===== src/rtl/upsampler.sv =====
// Zero-stuffing interpolator: emits each input sample followed by FACTOR-1 zeros.
// Define UPSAMPLER_HOLD_EN for zero-order-hold mode, which repeats the sample instead of inserting zeros.
module upsampler #(
    parameter int DATA_W = 4,
    parameter int FACTOR = 4
) (
    input  logic              clk,
    input  logic              rst,
    input  logic [DATA_W-1:0] data_in,
    output logic [DATA_W-1:0] data_out
);

    localparam int PH_W = (FACTOR > 1) ? $clog2(FACTOR) : 1;
    localparam logic [PH_W-1:0] PH_LAST = PH_W'(FACTOR - 1);

    generate
        if (FACTOR < 1 || FACTOR > 256) begin : g_bad_factor
            $error("upsampler: FACTOR must be in 1..256");
        end
    endgenerate

    logic [PH_W-1:0] phase;

    // Wrap at FACTOR-1 rather than at 2**PH_W, so a non-power-of-2 FACTOR keeps an exact period.
    always_ff @(posedge clk or negedge rst) begin
        if (!rst) begin
            phase <= '0;
        end else if (phase == PH_LAST) begin
            phase <= '0;
        end else begin
            phase <= phase + PH_W'(1);
        end
    end

    always_ff @(posedge clk or negedge rst) begin
        if (!rst) begin
            data_out <= '0;
        end else if (phase == '0) begin
            data_out <= data_in;
        end else begin
`ifdef UPSAMPLER_HOLD_EN
            data_out <= data_out;
`else
            data_out <= '0;
`endif
        end
    end

endmodule


===== config.mk =====
export PLATFORM = sky130hd
export DESIGN_NAME = upsampler
export DESIGN_NICKNAME = d
export VERILOG_FILES = /design/src/rtl/upsampler.sv
export SDC_FILE = /design/constraint.sdc
export NUM_CORES = 1
export LEC_CHECK = 0
export BUFFER_PORTS_ARGS = -buffer_cell sky130_fd_sc_hd__clkbuf_2
export CAP_MARGIN = 20
export CORE_AREA = 2 2 39 41
export CTS_CLUSTER_SIZE = 16
export DETAILED_ROUTE_END_ITERATION = 6
export DIE_AREA = 0 0 41 43
export PLACE_DENSITY = 0.4
export SLEW_MARGIN = 20
export SYNTH_ARGS = -nofsm -noshare
export SYNTH_HDL_FRONTEND = slang
export SYNTH_SLANG_ARGS = --single-unit

===== constraint.sdc =====
create_clock -name clk -period 0.85 [get_ports clk]
set_input_delay 0.0425 -clock clk [delete_from_list [all_inputs] [get_ports clk]]
set_output_delay 0.0425 -clock clk [all_outputs]
set_load 0.005 [all_outputs]

# Word level (Yosys, flattened, before mapping)
# Index checks and enable logic that the tools add are counted.
# word_totals
reg_bits,6
latchBits,0
mem_bits_rw,0
rom_bits,0
input_bits,6
out_inout_bits,4
mem_count,0
# classes
addsub,1
multipliers,0
div_mod_pow,0
magnitude_cmp,0
n_eq_ne,1
shift,0
muxes,2
n_bitwise,0
reduce_logical,1
# op_table
cell,count
2-to-1 mux 4 bit,1
adder 2 x 1 -> 2 bit (second input constant),1
equality test 2 bit (second input constant),1
logical NOT 2 bit,1
2-to-1 mux 2 bit,1

# Logic depth before layout (Yosys ltp)
# logic_depth
ltp_word,2
depth_mapped,3

# Worst setup path before layout
# No wires, ideal clock.
# synth_path
path_kind,reg-to-reg
from,reg phase[0]
to,reg data_out[0]
setup_ns,0.119
t_arrival_ns,0.729
required_time_ns,0.731
setup_slack_ns,0.002
path_stages_with_launch,4
cell_sequence,dfrtp_1 > inv_1 > ha_1 > and2_1
# synth_between
elab_chain_cells,2
# synth_rtl
item,line_no,rtl
from (decl),22,logic [PH_W-1:0] phase;
from (signal assigned),31,phase <= phase + PH_W'(1);
logical NOT 2 bit,38,end else if (phase == '0) begin
2-to-1 mux 4 bit,38,
to (signal assigned),39,data_out <= data_in;
to (decl),10,output logic [DATA_W-1:0] data_out
# Every way passes these cells.

# Final worst setup path
# layout_path
from,reg phase[1]
to,reg data_out[0]
# Same word-level chain as after synthesis.

==> flow_metrics.py <==
metrics = {
    "placement": {
        "globalplace.congestion": 0.564,
        "placedInstanceArea_um2": 284,
        "io_buffer_count": 9,
        "post-place-ws_ns": -0.0225,
    },
    "power_and_ir_drop": {
        "clkPwrFrac_pct": 43.5,
        "power.density_nw_per_um2": 1550,
        "seqPwrFrac_pct": 50.8,
        "peakVddDrop_uv": 462,
        "p_sw_share_pct": 19.1,
        "intPower_mw": 0.475,
        "pwr-share-comb_pct": 5.8,
        "switchingPower_mw": 0.112,
        "cellLeakagePower_nw": 0.184,
    },
    "clock_network": {
        "clk_latency_ns": 0.24,
        "cts_made_buffers": 3,
        "cts_tree": "yes",
        "h-tree-depth": 1,
        "clkTransAtPathRegs_ns": 0.05,
        "clkSinkCount": 6,
        "clockBufferDepth": 2,
        "cts-root-buf": "clkbuf_4",
    },
    "run": {
        "maxCapViolations": 0,
    },
    "routing": {
        "drtAntennaViolNets": 0,
        "routed_wl_um": 471,
        "drc": 0,
        "vias_per_cell": 3.36,
        "wl_per_cell_um": 10.0,
        "via_count": 158,
        "dr.pass1.iters": 2,
        "drt_iter0_drc": 1,
    },
    "setup_path": {
        "reg2reg_slack_ns": -0.03,
        "crit_start": "phase[1]",
        "worstSetupPathType": "reg -> reg",
        "rr_startpoint": "phase[1]",
        "reg2reg_depth": 3,
        "path_max_fanout": 4,
        "cp_data_arrival_time_ns": 1.02,
        "cp.required_ns": 0.98,
        "cp-endpoint": "data_out[0]",
        "end_kind": "register",
        "r2r-end": "data_out[0]",
        "cp-start-kind": "register",
    },
    "sta": {
        "slew_headroom_pct": 89.6,
        "fmax_mhz": 1130,
        "rsz0062_at_grt": "yes",
        "fin_crit_ns": 0.883,
        "post-route-period-util_pct": 104,
        "slew_viol_final": 0,
        "skew_ns": 0.00618,
        "finalSetupViolCount": 4,
        "hold_viol": 0,
        "fin_setup_tns_ns": -0.0899,
        "tightest_slew_ns": 0.156,
        "fin_ws_ns": -0.0326,
    },
    "synthesis": {
        "synth_nets": 23,
        "yosysSeqAreaShare_pct": 71.0,
        "syn-cell-area_um2": 211,
        "syn_inst": 15,
        "avgSynthCellArea_um2": 14.1,
        "synth_area_leaders": "dfrtp_1, and2_1, ha_1",
        "async_flop_share_pct": 100,
        "synth_flop_cell": "dfrtp_1",
        "synth.top_cell.area_share_pct": 71.0,
        "netlist.top_cell.by_area": "dfrtp_1",
        "ys_warn_count": 0,
        "synth_most_common_cell": "dfrtp_1",
        "synthTopCellsByCount": "dfrtp_1, and2_1, ha_1, inv_1, nor2_1",
        "synth_edf_count": 0,
        "ys_ff_latch": 6,
        "synth_cell_types": 5,
    },
    "global_route": {
        "antenna_found_initial": 0,
        "grt_max_degree": 7,
        "grt_pass1_wl_um": 565,
        "grt_pass1_vias": 143,
        "grt_overflow_total": 0,
        "grt_usage_pct": 6.05,
    },
    "die": {
        "ioPinCount": 10,
        "coreArea_um2": 1380,
        "fp.dieH_um": 43,
        "rows": 14,
        "die_w_um": 41,
        "die_area_um2": 1760,
        "start_util_pct": 15.3,
    },
    "layout": {
        "synthToLayoutAreaGrowth_pct": 78.7,
        "utilization_pct": 27.3,
        "layout-drive-gt1-share_pct": 71.0,
        "num_antenna_cells": 0,
        "design_area_um2": 378,
        "nets": 41,
    },
    "status": {
        "outcome": "complete, but fails checks",
        "violations": "setup timing",
    },
    "worst_hold_path": {
        "hp-class": "in -> reg",
    },
}
==> flip-flops by register name, indices dropped and copies added, names as in the netlist <==
register	flops
data_out	4
phase	2
==> what timing repair did <==
action | in CTS | in global routing
hold buffers | 2 | 0
pin swaps | 0 | 5
buffers inserted | 0 | 1
cloned | 0 | 0
hold endpoints to repair | 7 | 0
endpoints found under the setup margin | 5 | 5
gates resized for setup | 1 | 11
==> stage by stage <==
| stage | power (mW) | hold WS, ns | instances |
|---|---|---|---|
| final | 0.586 | 0.0388 | 47 |
| after global routing | 0.629 | 0.0355 | 47 |
| after CTS | 0.605 | 0.0118 | 46 |
| after detailed placement | 0.329 | -0.123 | 41 |
| after global placement | 0.329 | -0.128 | 41 |
| after floorplan | 0.303 | -0.253 | 15 |
==> cell type report <==
class / count / area (um2)
repair buffers: 13 / 83.8
clock buffers: 3 / 22.5
well taps: 16 / 20.0
flip-flops and latches: 6 / 150
multi-input cells: 7 / 93.8
inverters: 2 / 7.51
fillers: 149 / 1010
==> critical path, stage by stage (launching register included) <==
cell and delay (ns):
dfrtp_1 0.40, inv_2 0.07, ha_4 0.16, and2_1 0.14
==> cell families (layout without fill, tap and decap cells) <==
logic type                 Yosys count  after routing  synth area share [%]
and+or+nand+nor                      5              5                  13.6
DFF                                  6              6                  71.0
adders and majority gates            2              2                  11.8
buffers and inverters                2             18                  3.55
==> per-layer routing <==
| metal | GRT usage (%) | up-vias | share of wire [%] |
|---|---|---|---|
| met2 | 7.19 | 10 | 46 |
| met4 | 6.00 | 0 | 0 |
| li1 | - | 76 | - |
| met5 | 0 | - | 0 |
| met1 | 5.23 | 72 | 40 |
| met3 | 6.28 | 0 | 14 |
==> worst min-delay path by stage <==
stage,start,endpoint,slack (ns),cells after the start
2_1_floorplan,rst,data_out[0],-0.25,0
3_3_place_gp,rst,data_out[2],-0.13,1
3_5_place_dp,rst,data_out[2],-0.12,1
4_1_cts,data_in[3],data_out[3],0.01,2
5_1_grt,data_in[3],data_out[3],0.04,2
6_report,data_in[3],data_out[3],0.04,2
==> placed cells by master (no fill, tap or decap) <==
cell and n:
dfrtp_1 6, dlygate4sd3_1 2, ha_4 2, inv_2 2, clkbuf_4 3, and2_4 3, buf_6 1, buf_4 1
and2_1 1, clkbuf_2 9, nor2_4 1
==> power groups by stage <==
stage	Clock [mW]	Sequential [mW]	Combinational [mW]
floorplan	0	0.303	0.000137
global placement	0	0.302	0.0273
detailed placement	0	0.302	0.0271
CTS	0.273	0.298	0.0347
global route	0.293	0.298	0.0390
finish	0.255	0.298	0.0340
No activity file was read; power rests on OpenSTA's default activity.
